<file path="src/rtl/timer_display_mux_if.sv">
// timer_display_mux_if: binary time inputs and multiplexed 7-segment outputs of the display stage
interface timer_display_mux_if;
    logic [6:0] i_hours;
    logic [5:0] i_minutes;
    logic [5:0] i_seconds;
    logic [6:0] o_seg;
    logic [5:0] o_an;
    logic       o_dp;
    logic       o_bcd_valid;
    modport master (output i_hours, i_minutes, i_seconds, input o_seg, o_an, o_dp, o_bcd_valid);
    modport slave (input i_hours, i_minutes, i_seconds, output o_seg, o_an, o_dp, o_bcd_valid);
endinterface

</file>
<file path="src/rtl/timer_display_mux.sv">
// timer_display_mux: HH:MM:SS to BCD via subtract-by-10 FSM, driving a 6-digit multiplexed 7-seg display
// Optional macro LEADING_ZERO_BLANK_EN blanks the hours tens digit when it is zero.
module timer_display_mux #(
    parameter int SCAN_DIV   = 50_000,
    parameter int CONV_STEPS = 10
) (
    input logic            i_clk,
    input logic            i_rst,
    timer_display_mux_if.slave bus
);
    localparam int NSTEP = 3 * CONV_STEPS;
    localparam int SW = $clog2(NSTEP);
    localparam int DW = $clog2(SCAN_DIV);
    typedef enum logic [1:0] {IDLE, CONV, COMMIT} state_t;
    state_t        state_q;
    logic [SW-1:0] step_q;
    logic [6:0]    snap_h_q, work_h_q;
    logic [5:0]    snap_m_q, snap_s_q, work_m_q, work_s_q;
    logic [3:0]    ten_h_q, ten_m_q, ten_s_q;
    logic [3:0]    dig_q [6];
    logic          dash_h_q, dash_m_q, dash_s_q, valid_q;
    logic [DW-1:0] div_q;
    logic [2:0]    idx_q, idx_d;
    logic          on_q, on_d, wrap, dash_cur, blank;
    logic [3:0]    cur;
    logic [6:0]    seg_d, seg_q;
    logic [5:0]    an_q;
    logic          dp_q;

    function automatic logic [6:0] seg7(input logic [3:0] d);
        case (d)
            4'd0: seg7 = 7'h40;
            4'd1: seg7 = 7'h79;
            4'd2: seg7 = 7'h24;
            4'd3: seg7 = 7'h30;
            4'd4: seg7 = 7'h19;
            4'd5: seg7 = 7'h12;
            4'd6: seg7 = 7'h02;
            4'd7: seg7 = 7'h78;
            4'd8: seg7 = 7'h00;
            4'd9: seg7 = 7'h10;
            default: seg7 = 7'h7F;
        endcase
    endfunction

    // Converter FSM: snapshot on change, 30 subtract steps, then commit all six digits at once
    always_ff @(posedge i_clk) begin
        if (i_rst) begin
            state_q  <= IDLE;
            step_q   <= '0;
            snap_h_q <= '0;
            snap_m_q <= '0;
            snap_s_q <= '0;
            work_h_q <= '0;
            work_m_q <= '0;
            work_s_q <= '0;
            ten_h_q  <= '0;
            ten_m_q  <= '0;
            ten_s_q  <= '0;
            dig_q    <= '{default: '0};
            dash_h_q <= 1'b0;
            dash_m_q <= 1'b0;
            dash_s_q <= 1'b0;
            valid_q  <= 1'b0;
        end else begin
            valid_q <= 1'b0;
            case (state_q)
                IDLE: if ({bus.i_hours, bus.i_minutes, bus.i_seconds} != {snap_h_q, snap_m_q, snap_s_q}) begin
                    snap_h_q <= bus.i_hours;
                    snap_m_q <= bus.i_minutes;
                    snap_s_q <= bus.i_seconds;
                    work_h_q <= bus.i_hours;
                    work_m_q <= bus.i_minutes;
                    work_s_q <= bus.i_seconds;
                    ten_h_q  <= '0;
                    ten_m_q  <= '0;
                    ten_s_q  <= '0;
                    step_q   <= '0;
                    state_q  <= CONV;
                end
                CONV: begin
                    if (step_q < SW'(CONV_STEPS)) begin
                        if (work_h_q >= 7'd10) begin
                            work_h_q <= work_h_q - 7'd10;
                            ten_h_q  <= ten_h_q + 4'd1;
                        end
                    end else if (step_q < SW'(2 * CONV_STEPS)) begin
                        if (work_m_q >= 6'd10) begin
                            work_m_q <= work_m_q - 6'd10;
                            ten_m_q  <= ten_m_q + 4'd1;
                        end
                    end else if (work_s_q >= 6'd10) begin
                        work_s_q <= work_s_q - 6'd10;
                        ten_s_q  <= ten_s_q + 4'd1;
                    end
                    step_q <= step_q + 1'b1;
                    if (step_q == SW'(NSTEP - 1)) state_q <= COMMIT;
                end
                default: begin
                    dig_q    <= '{ten_h_q, work_h_q[3:0], ten_m_q, work_m_q[3:0], ten_s_q, work_s_q[3:0]};
                    dash_h_q <= snap_h_q > 7'd99;
                    dash_m_q <= snap_m_q > 6'd59;
                    dash_s_q <= snap_s_q > 6'd59;
                    valid_q  <= 1'b1;
                    state_q  <= IDLE;
                end
            endcase
        end
    end

    // Scan slot selection and segment pattern for the slot about to be shown
    always_comb begin
        wrap     = div_q == DW'(SCAN_DIV - 1);
        on_d     = on_q | wrap;
        idx_d    = (wrap && on_q) ? (idx_q == 3'd5 ? 3'd0 : idx_q + 3'd1) : idx_q;
        cur      = dig_q[idx_d];
        dash_cur = idx_d < 3'd2 ? dash_h_q : idx_d < 3'd4 ? dash_m_q : dash_s_q;
`ifdef LEADING_ZERO_BLANK_EN
        blank    = idx_d == 3'd0 && cur == 4'd0;
`else
        blank    = 1'b0;
`endif
        seg_d    = dash_cur ? 7'b0111111 : blank ? 7'h7F : seg7(cur);
    end

    // Divider, scan index and registered display drive; all-dark until the first divider wrap
    always_ff @(posedge i_clk) begin
        if (i_rst) begin
            div_q <= '0;
            idx_q <= '0;
            on_q  <= 1'b0;
            seg_q <= 7'h7F;
            an_q  <= 6'h3F;
            dp_q  <= 1'b1;
        end else begin
            div_q <= wrap ? '0 : div_q + 1'b1;
            idx_q <= idx_d;
            on_q  <= on_d;
            seg_q <= on_d ? seg_d : 7'h7F;
            an_q  <= on_d ? ~(6'b100000 >> idx_d) : 6'h3F;
            dp_q  <= ~(on_d && (idx_d == 3'd1 || idx_d == 3'd3));
        end
    end

    assign bus.o_seg       = seg_q;
    assign bus.o_an        = an_q;
    assign bus.o_dp        = dp_q;
    assign bus.o_bcd_valid = valid_q;
endmodule

</file>
<file path="src/flat_wrapper.sv">
// flat-port wrapper written by rule: the top's interface ports become plain ports
module timer_display_mux_flat 
#(
    parameter int SCAN_DIV   = 50_000,
    parameter int CONV_STEPS = 10
)
  (i_clk, i_rst, bus_i_hours, bus_i_minutes, bus_i_seconds, bus_o_seg, bus_o_an, bus_o_dp, bus_o_bcd_valid);
  timer_display_mux_if bus_i ();
  input logic i_clk;
  input logic i_rst;
  input wire logic [$bits(bus_i.i_hours)-1:0] bus_i_hours;
  input wire logic [$bits(bus_i.i_minutes)-1:0] bus_i_minutes;
  input wire logic [$bits(bus_i.i_seconds)-1:0] bus_i_seconds;
  output wire logic [$bits(bus_i.o_seg)-1:0] bus_o_seg;
  output wire logic [$bits(bus_i.o_an)-1:0] bus_o_an;
  output wire logic [$bits(bus_i.o_dp)-1:0] bus_o_dp;
  output wire logic [$bits(bus_i.o_bcd_valid)-1:0] bus_o_bcd_valid;
  assign bus_i.i_hours = bus_i_hours;
  assign bus_i.i_minutes = bus_i_minutes;
  assign bus_i.i_seconds = bus_i_seconds;
  assign bus_o_seg = bus_i.o_seg;
  assign bus_o_an = bus_i.o_an;
  assign bus_o_dp = bus_i.o_dp;
  assign bus_o_bcd_valid = bus_i.o_bcd_valid;
  timer_display_mux #(.SCAN_DIV(SCAN_DIV), .CONV_STEPS(CONV_STEPS)) u_core (.i_clk(i_clk), .i_rst(i_rst), .bus(bus_i));
endmodule
</file>
<file path="config.mk">
export PLATFORM = sky130hd
export DESIGN_NAME = timer_display_mux_flat
export DESIGN_NICKNAME = d
export VERILOG_FILES = /design/src/rtl/timer_display_mux_if.sv /design/src/rtl/timer_display_mux.sv /design/src/flat_wrapper.sv
export SDC_FILE = /design/constraint.sdc
export NUM_CORES = 1
export LEC_CHECK = 0
export CAP_MARGIN = 40
export CORE_ASPECT_RATIO = 1.75
export CORE_MARGIN = 2
export CORE_UTILIZATION = 50
export DETAILED_ROUTE_END_ITERATION = 8
export PLACE_DENSITY = 0.78
export SLEW_MARGIN = 20
export SYNTH_ARGS = -nofsm -noshare
export SYNTH_HDL_FRONTEND = slang
export SYNTH_SLANG_ARGS = --single-unit
export TNS_END_PERCENT = 1
</file>
<file path="constraint.sdc">
create_clock -name i_clk -period 3.5 [get_ports i_clk]
set_clock_uncertainty 0.2 [all_clocks]
set_input_delay 0.525 -clock i_clk [delete_from_list [all_inputs] [get_ports i_clk]]
set_output_delay 0.525 -clock i_clk [all_outputs]
set_load 0.01 [all_outputs]
</file>
# Word-level counts from Yosys, hierarchy flattened
# Memories as Yosys holds them, arrays and structs flattened.
# Index checks and enable logic that the tools add are counted.
[word_totals]
input_bits = 21
elab_cells = 126
reg_bits = 119
mem_bits_ro = 112
n_memories = 1
[classes]
n_mux = 40
reduce_logical = 15
eq_ne = 16
order_cmp = 11
shifts = 1
bitwise_logic = 5
addsub = 9
[mem_list]
columns = ["memory", "depth", "word_bits", "read_ports", "rd_ports_with_merged_regs", "write_ports", "line", "source"]
rows = [
  ["(no name shown)", 16, 7, 1, 0, 0, "timer_display_mux.sv:31", "case (d)"],
]
[op_table]
columns = ["op", "count"]
rows = [
  ["$mux 6", 8],
  ["$mux 4", 11],
  ["$mux 7", 4],
  ["$pmux 4 s2", 3],
  ["$pmux 6 s2", 2],
  ["$ne 19x19->1", 1],
  ["$add 16x1->16 const B", 1],
  ["$eq 16x16->1 const B", 1],
  ["$ne 2x1->1 const B", 7],
  ["$pmux 7 s2", 1],
  ["$add 4x1->4 const B", 3],
  ["$bmux 4 s3", 1],
  ["$ge 6x4->1 const B", 2],
  ["$gt 6x6->1 const B", 2],
  ["$sub 6x4->6 const B", 2],
  ["$pmux 5 s2", 1],
  ["$reduce_and 5->1", 2],
  ["$ge 7x4->1 const B", 1],
  ["$gt 7x7->1 const B", 1],
  ["$sub 7x4->7 const B", 1],
  ["$mux 3", 2],
  ["$not 6->6", 1],
  ["$reduce_and 2->1", 3],
  ["$reduce_or 2->1", 3],
  ["other kinds (27)", 33],
]

# Logic depth before layout (Yosys ltp)
# Gate-level depths: netlist of run 1.
# An unclocked memory read counts as a cell.
[logic_depth]
depth_word = 9
ltp_mapped = 12
depth_no_buf = 10

# Least setup slack after synthesis of run 1
# No wires, ideal clock.
[synth_path]
kind = "flip-flop to flip-flop"
start = "register u_core.div_q[0]"
end = "register u_core.seg_q[6], in the netlist u_core.bus.o_seg[6]"
setup_ns = 0.139
t_arrival_ns = 2.580
path_buffers = 2
path_stages_with_launch = 13
path_slack_ns = 0.580
period_less_slack_ns = 2.920
path_cell_list = "dfxtp_1 ha_1 and4_1 and4_1 buf_6 buf_12 nand3_1 and2_1 o221a_2 ha_1 or3_1 o32ai_1 a31oi_1"
[synth_via]
elab_chain_len = 9
[synth_rtl]
columns = ["element", "line", "source"]
rows = [
  ["start, declared", "timer_display_mux.sv:22", "logic [DW-1:0] div_q;"],
  ["start signal, assigned", "timer_display_mux.sv:136", "div_q <= wrap ? '0 : div_q + 1'b1;"],
  ["$eq 16x16->1 (*)", "timer_display_mux.sv:113", "wrap = div_q == DW'(SCAN_DIV - 1);"],
  ["$logic_and 1x1->1", "timer_display_mux.sv:115", "idx_d = (wrap && on_q) ? (idx_q == 3'd5 ? 3'd0 : idx_q + 3'd1) : idx_q;"],
  ["$mux 3", "timer_display_mux.sv:115", ""],
  ["$not 3->4 (implied by the code)", "timer_display_mux.sv:116", "cur = dig_q[idx_d];"],
  ["$bmux 4 s3", "timer_display_mux.sv:116", ""],
  ["$mux 4 (implied by the code) (2 in a row)", "timer_display_mux.sv:116", ""],
  ["$mem_v2 16x7", "--", ""],
  ["$mux 7", "timer_display_mux.sv:123", "seg_d = dash_cur ? 7'b0111111 : blank ? 7'h7F : seg7(cur);"],
  ["end signal, assigned", "timer_display_mux.sv:139", "seg_q <= on_d ? seg_d : 7'h7F;"],
  ["end, declared", "timer_display_mux.sv:26", "logic [6:0] seg_d, seg_q;"],
]
# Mark *: on every way between the ends. The rest lies on a longest branch, timed or not. The select of a mux whose other input is x is not followed.
# A chain may end at the register's enable or synchronous reset.

# Worst setup path after layout of run 1
[layout_path]
start = "register u_core.div_q[0]"
end = "register u_core.seg_q[1], in the netlist u_core.bus.o_seg[1]"
[layout_via]
elab_chain_len = 8
[layout_rtl]
columns = ["element", "line"]
rows = [
  ["$eq 16x16->1 (*)", "timer_display_mux.sv:113"],
  ["$logic_and 1x1->1", "timer_display_mux.sv:115"],
  ["$mux 3", "timer_display_mux.sv:115"],
  ["$not 3->4 (implied by the code)", "timer_display_mux.sv:116"],
  ["$bmux 4 s3", "timer_display_mux.sv:116"],
  ["$mux 4 (implied by the code) (2 in a row)", "timer_display_mux.sv:116"],
  ["$mem_v2 16x7", "--"],
]
# Marks and branches as above.

==> results of run 1 <==
metal layers:
layer | share of wire [%] | up-vias
li1 | - | 2348
met1 | 39 | 2238
met2 | 53 | 125
met3 | 3.3 | 47
met4 | 5.2 | 0
met5 | 0 | -
final timing paths:
| check | startpoint | end | slack [ns] | cells past startpoint |
|---|---|---|---|---|
| worst max-delay path | u_core.div_q[0] | u_core.bus.o_seg[1] | 0.20 | 10 |
| worst min-delay path | u_core.div_q[0] | u_core.div_q[0] | 0.27 | 1 |
| worst max register to register | u_core.div_q[0] | u_core.bus.o_seg[1] | 0.20 | 10 |
| worst min register to register | u_core.div_q[0] | u_core.div_q[0] | 0.27 | 1 |
timing repair:
| action | 4_1_cts | 5_1_grt |
|---|---|---|
| resized for setup | 1 | 0 |
| hold buffers | 0 | 0 |
| setup endpoints to repair | 1 | 0 |
area by class of cell:
| cell class | instances | area [sq um] |
|---|---|---|
| clock buffers | 23 | 478 |
| fillers | 982 | 4340 |
| repair buffers | 48 | 455 |
| inverters | 26 | 97.6 |
| well taps | 132 | 165 |
| clock inverters | 9 | 123 |
| multi-input cells | 478 | 3000 |
| flip-flops and latches | 119 | 2380 |
layout by cell type (no fill, tap or decap), drive strengths merged, types with 12 or more instances in the layout:
master         count
mux2i             49
ha                12
o21ai             28
nand2             39
clkdlybuf4s50     34
xor2              28
buf               14
nor3              14
a21oi             45
nand3             20
nor2             127
dfxtp            119
inv               26
clkbuf            23
xnor2             13
power groups by stage:
stage                     Clock (W)  Combinational (W)  Sequential (W)
after floorplan                   0           0.000197         0.00146
after global placement            0           0.000268         0.00147
after global routing        0.00185           0.000317         0.00146
after CTS                   0.00178           0.000283         0.00145
after detailed placement          0           0.000280         0.00148
final                       0.00177           0.000283         0.00145
worst max-delay path: stages, from the launching register on:
cell,delay [ns]
dfxtp_1,0.37
ha_1,0.24
and4_1,0.22
and4_2,0.49
mux2_2,0.40
a221oi_1,0.33
o221a_2,0.33
inv_2,0.06
ha_1,0.22
a21oi_1,0.16
o221ai_1,0.13
registers in the layout, summed over array words and instances (netlist names), 6 cells and up:
register	count
u_core.div_q	16
u_core.bus.o_seg	7
u_core.bus.o_an	6
u_core.work_m_q	6
u_core.snap_s_q	6
u_core.snap_h_q	7
u_core.snap_m_q	6
u_core.work_h_q	7
u_core.dig_q	24
u_core.work_s_q	6
kinds of logic (layout without fill, tap and decap cells):
logic type                 Yosys count  in the layout  share of synthesized area, %
xor gates and xnor gates            41             41                          6.70
adders and majority gates           12             12                          2.66
muxes                               50             50                          8.90
AOI/OAI and AO/OA                  121            121                          13.8
and+or+nand+nor                    254            254                          21.2
DFF                                119            119                          42.3
buffers and inverters               61            106                          4.55
metrics by stage:
step           total power [W]  hold slack [ns]  cells  utilization [%]  area (sq um)
3_5_place_dp           0.00176            0.249    803             55.3          6100
3_3_place_gp           0.00174            0.228    803             55.3          6100
2_1_floorplan          0.00166            0.218    658                -          5640
6_report               0.00350            0.266    835             60.7          6700
5_1_grt                0.00363            0.298    835             60.7          6700
4_1_cts                0.00351            0.268    835             60.7          6700
==> results.sh, run 1 <==
export IMPL_clk_latency_ns=0.42
export IMPL_die_h_um=144
export IMPL_vias_per_cell=5.70
export IMPL_place_port_buffers=35
export IMPL_yosysTopAreaCellShare_pct=42.3
export IMPL_drc=0
export IMPL_placementRows=51
export IMPL_maxCapViolations=0
export IMPL_finalSetupViolations=0
export IMPL_arrival_ns=3.37
export IMPL_fp_dieW_um=84.3
export IMPL_grt_antenna_before_repair=0
export IMPL_cp_end_kind="register"
export IMPL_seqPwrFrac_pct=41.4
export IMPL_dp_slack_ns=0.0989
export IMPL_crit_type="register to register"
export IMPL_syn_avg_cell_area_sq_um=8.57
export IMPL_syn_inst=658
export IMPL_async_flop_share_pct=0
export IMPL_grt_pass1_wl_um=22000
export IMPL_clock_power_share_pct=50.5
export IMPL_drt_total_wl_um=13100
export IMPL_fin_nets=723
export IMPL_dieArea_sq_um=12200
export IMPL_grt_usage_pct=22.8
export IMPL_yosys_area_top_type="dfxtp_1"
export IMPL_seq_area_frac_synth_pct=42.3
export IMPL_layout_drive_gt1_share_pct=8.82
export IMPL_synth_common_cells="nor2_1 (126), dfxtp_1 (119), mux2i_1 (49)"
export IMPL_crit_fanout=13
export IMPL_fmax_ghz=0.303
export IMPL_crit_path_start_kind="register"
export IMPL_clockBufferDepth=2
export IMPL_drtIter0Drc=254
export IMPL_grt_max_degree=57
export IMPL_yosysMostFrequentCell="nor2_1"
export IMPL_core_area_sq_um=11000
export IMPL_ys_types=59
export IMPL_hp_class="register to register"
export IMPL_ant_nets=0
export IMPL_place_congestion=0.896
export IMPL_worst_slack_ns=0.202
export IMPL_cts_root_buf="clkbuf_16"
export IMPL_maxSlewHeadroom_pct=48.1
export IMPL_cts_setup_buffers=0
export IMPL_swShare_pct=23.2
export IMPL_hpwl_um=9370
export IMPL_vias=4758
export IMPL_status="finished clean"
export IMPL_synthesis_nets=691
export IMPL_clk_pin_slew_ns=0.05
export IMPL_tns_ns=0
export IMPL_p_int_w=0.00269
export IMPL_overflow=0
export IMPL_cts_sinks=119
export IMPL_wl_per_cell_um=15.7
export IMPL_worstPathRequired_ns=3.57
export IMPL_p_leak_nw=2.53
export IMPL_p_per_area_nw_per_um2=522
export IMPL_synth_edf_count=0
export IMPL_cts_buffers=17
export IMPL_syn_area_sq_um=5640
export IMPL_htreeDepth=4
export IMPL_timing_final_crit_share_pct=94.2
export IMPL_fin_crit_ns=3.30
export IMPL_drtPass1Iterations=8
export IMPL_grt_busiest_layer="met2"
export IMPL_cts_tree="done"
export IMPL_rsz0062_at_grt="no"
export IMPL_use_met2_pct=41.6
export IMPL_ys_flop_type="dfxtp_1"
export IMPL_start_util_pct=51.1
export IMPL_met1_usage_pct=23.4
export IMPL_yosys_warnings=0
export IMPL_tightest_slew_ns=0.768
export IMPL_grt_use_met3_pct=4.57
export IMPL_max_vdd_ir_drop_mv=0.399
export IMPL_grt_pass1_vias=4643
export IMPL_p_switching_w=0.000811
export IMPL_ys_ff_latch=119
export IMPL_boundaryPins=36
export IMPL_finalHoldViolCount=0
export IMPL_num_antenna_cells=0
export IMPL_p_comb_share_pct=8.1
export IMPL_finalMaxSlewViolations=0
export IMPL_area_growth_pct=18.9
export IMPL_synth_area_leaders="dfxtp_1 (42%), mux2i_1 (8.7%), nor2_1 (8.4%), xor2_1 (4.4%), a21oi_1 (4.0%)"
Note: power is estimated with default switching activity, not from simulation.
==> run 2: changes to the inputs <==
Settings changed: REMOVE_ABC_BUFFERS from default to 1.
==> results.sh, run 2 (same netlist as run 1, synthesis figures left out) <==
export IMPL_status="finished clean"
export IMPL_clk_latency_ns=0.41
export IMPL_path_cells="ha_1, and4_1, and4_2, nand3_1, and2_1, o221a_2, ha_1, or3_1, o32ai_1, a31oi_1"
export IMPL_tns_ns=0
export IMPL_crit_path_start_kind="register"
export IMPL_drtIter0Drc=275
export IMPL_reg2reg_slack_ns=0.21
export IMPL_clockBufferDepth=2
export IMPL_cts_hold_buf=0
export IMPL_crit_type="register to register"
export IMPL_arrival_ns=3.35
export IMPL_grt_pass1_vias=4751
export IMPL_drtPass1Iterations=5
export IMPL_vias_per_cell=5.73
export IMPL_r2r_end="u_core.bus.o_seg[6]"
export IMPL_top_register="u_core.dig_q"
export IMPL_endpoint="u_core.bus.o_seg[6]"
export IMPL_grt_max_degree=42
export IMPL_reg_top3="u_core.dig_q (24), u_core.div_q (16)"
export IMPL_nFillCells=929
export IMPL_die_h_um=144
export IMPL_worst_slack_ns=0.213
export IMPL_place_congestion=0.928
export IMPL_cp_end_kind="register"
export IMPL_place_port_buffers=35
export IMPL_drc=0
export IMPL_maxSlewHeadroom_pct=51.5
export IMPL_hpwl_um=9820
export IMPL_fp_dieW_um=84.3
export IMPL_placementRows=51
export IMPL_hold_start="u_core.idx_q[1]"
export IMPL_finalHoldViolCount=0
export IMPL_worstHoldPathCells=1
export IMPL_clock_power_share_pct=49.1
export IMPL_grt_antenna_before_repair=0
export IMPL_drt_total_wl_um=13700
export IMPL_p_switching_w=0.000800
export IMPL_overflow=0
export IMPL_dp_slack_ns=0.0943
export IMPL_p_int_w=0.00262
export IMPL_crit_path_frequent_cell="ha_1"
export IMPL_cts_root_buf="clkbuf_16"
export IMPL_crit_fanout=13
export IMPL_regArea_sq_um=2380
export IMPL_r2r_start="u_core.div_q[0]"
export IMPL_max_vdd_ir_drop_mv=0.464
export IMPL_cp_slowest_cell="and4_2"
export IMPL_rr_worst_depth=10
export IMPL_vias=4797
export IMPL_swShare_pct=23.4
export IMPL_crit_family="simple AND/OR/NAND/NOR gates"
export IMPL_boundaryPins=36
export IMPL_fin_nets=726
export IMPL_wl_per_cell_um=16.3
export IMPL_timing_hold_ws_ns=0.197
export IMPL_finalMaxSlewViolations=0
export IMPL_cts_sinks=119
export IMPL_cp_num_buf_inv=0
export IMPL_htreeDepth=4
export IMPL_fmax_ghz=0.304
export IMPL_core_area_sq_um=11000
export IMPL_path_depth=10
export IMPL_p_leak_nw=2.52
export IMPL_num_antenna_cells=0
export IMPL_dieArea_sq_um=12200
export IMPL_max_stage_delay_ns=0.48
export IMPL_largest_reg_flops=24
export IMPL_ant_nets=0
export IMPL_worstPathRequired_ns=3.56
export IMPL_fin_crit_ns=3.29
export IMPL_maxCapViolations=0
export IMPL_p_comb_share_pct=8.4
export IMPL_mostFrequentLayoutCells="nor2_1 (126), dfxtp_1 (119), mux2i_1 (49)"
export IMPL_cts_buffers=17
export IMPL_seqPwrFrac_pct=42.4
export IMPL_tightest_slew_ns=0.718
export IMPL_layout_drive_gt1_share_pct=9.08
export IMPL_worstSetupStartpoint="u_core.div_q[0]"
export IMPL_cts_tree="done"
export IMPL_grt_pass1_wl_um=22000
export IMPL_multi_input_area_sq_um=3000
export IMPL_start_util_pct=51.1
export IMPL_rsz0062_at_grt="no"
export IMPL_hp_class="register to register"
export IMPL_timing_final_crit_share_pct=93.9
export IMPL_utilization_pct=60.7
export IMPL_layout_commonest_cell="nor2_1"
export IMPL_grt_usage_pct=22.9
export IMPL_area_growth_pct=18.9
export IMPL_p_per_area_nw_per_um2=510
export IMPL_clk_pin_slew_ns=0.05
export IMPL_finalSetupViolations=0
[run 2: changes by cell type in the layout (fill, tap and decap cells not counted)]
cell / delta
clkinvlp_4: +2
buf_4: +3
bufinv_16: -1
clkinv_2: -2
[run 2: through the flow]
| step | cells | area (sq um) | power [W] |
|---|---|---|---|
| floorplan | 623 | 5480 | 0.00164 |
| global placement | 806 | 6120 | 0.00175 |
| detailed placement | 806 | 6120 | 0.00176 |
| CTS | 837 | 6700 | 0.00344 |
| global route | 837 | 6700 | 0.00353 |
| finish | 837 | 6700 | 0.00342 |
[run 2: per-layer routing]
layer / global-route usage (%) / up-vias / share of wire, % / wire length [um]
met4: 17.1 / 0 / 6.6 / 896
met2: 41.2 / 167 / 52 / 7110
met5: 0 / - / 0 / 0
met1: 22.5 / 2231 / 37 / 5070
met3: 5.37 / 53 / 4.4 / 595
li1: - / 2346 / - / -
[run 2: power groups by stage]
| stage | Clock, W | Combinational [W] | Sequential (W) |
|---|---|---|---|
| after global routing | 0.00176 | 0.000321 | 0.00146 |
| after detailed placement | 0 | 0.000284 | 0.00148 |
| final | 0.00168 | 0.000288 | 0.00145 |
| after floorplan | 0 | 0.000181 | 0.00146 |
| after global placement | 0 | 0.000273 | 0.00147 |
| after CTS | 0.00170 | 0.000288 | 0.00145 |
[run 2: worst min path at each step]
stage / end
after floorplan: u_core.div_q[0]
after global routing: u_core.bus.o_an[2]
after detailed placement: u_core.bus.o_an[2]
final: u_core.bus.o_an[2]
after CTS: u_core.bus.o_an[2]
after global placement: u_core.bus.o_an[2]
[run 2: layout make-up]
| cell class | instances | area share, % |
|---|---|---|
| repair buffers | 51 | 7.13 |
| multi-input cells | 478 | 44.8 |
| clock inverters | 8 | 1.46 |
| well taps | 132 | 2.46 |
| clock buffers | 23 | 7.13 |
| inverters | 26 | 1.46 |
| flip-flops and latches | 119 | 35.5 |
[run 2: repair_timing]
action,CTS,global route
setup buffers,0,0
setup endpoints to repair,0,4
resized for setup,0,1
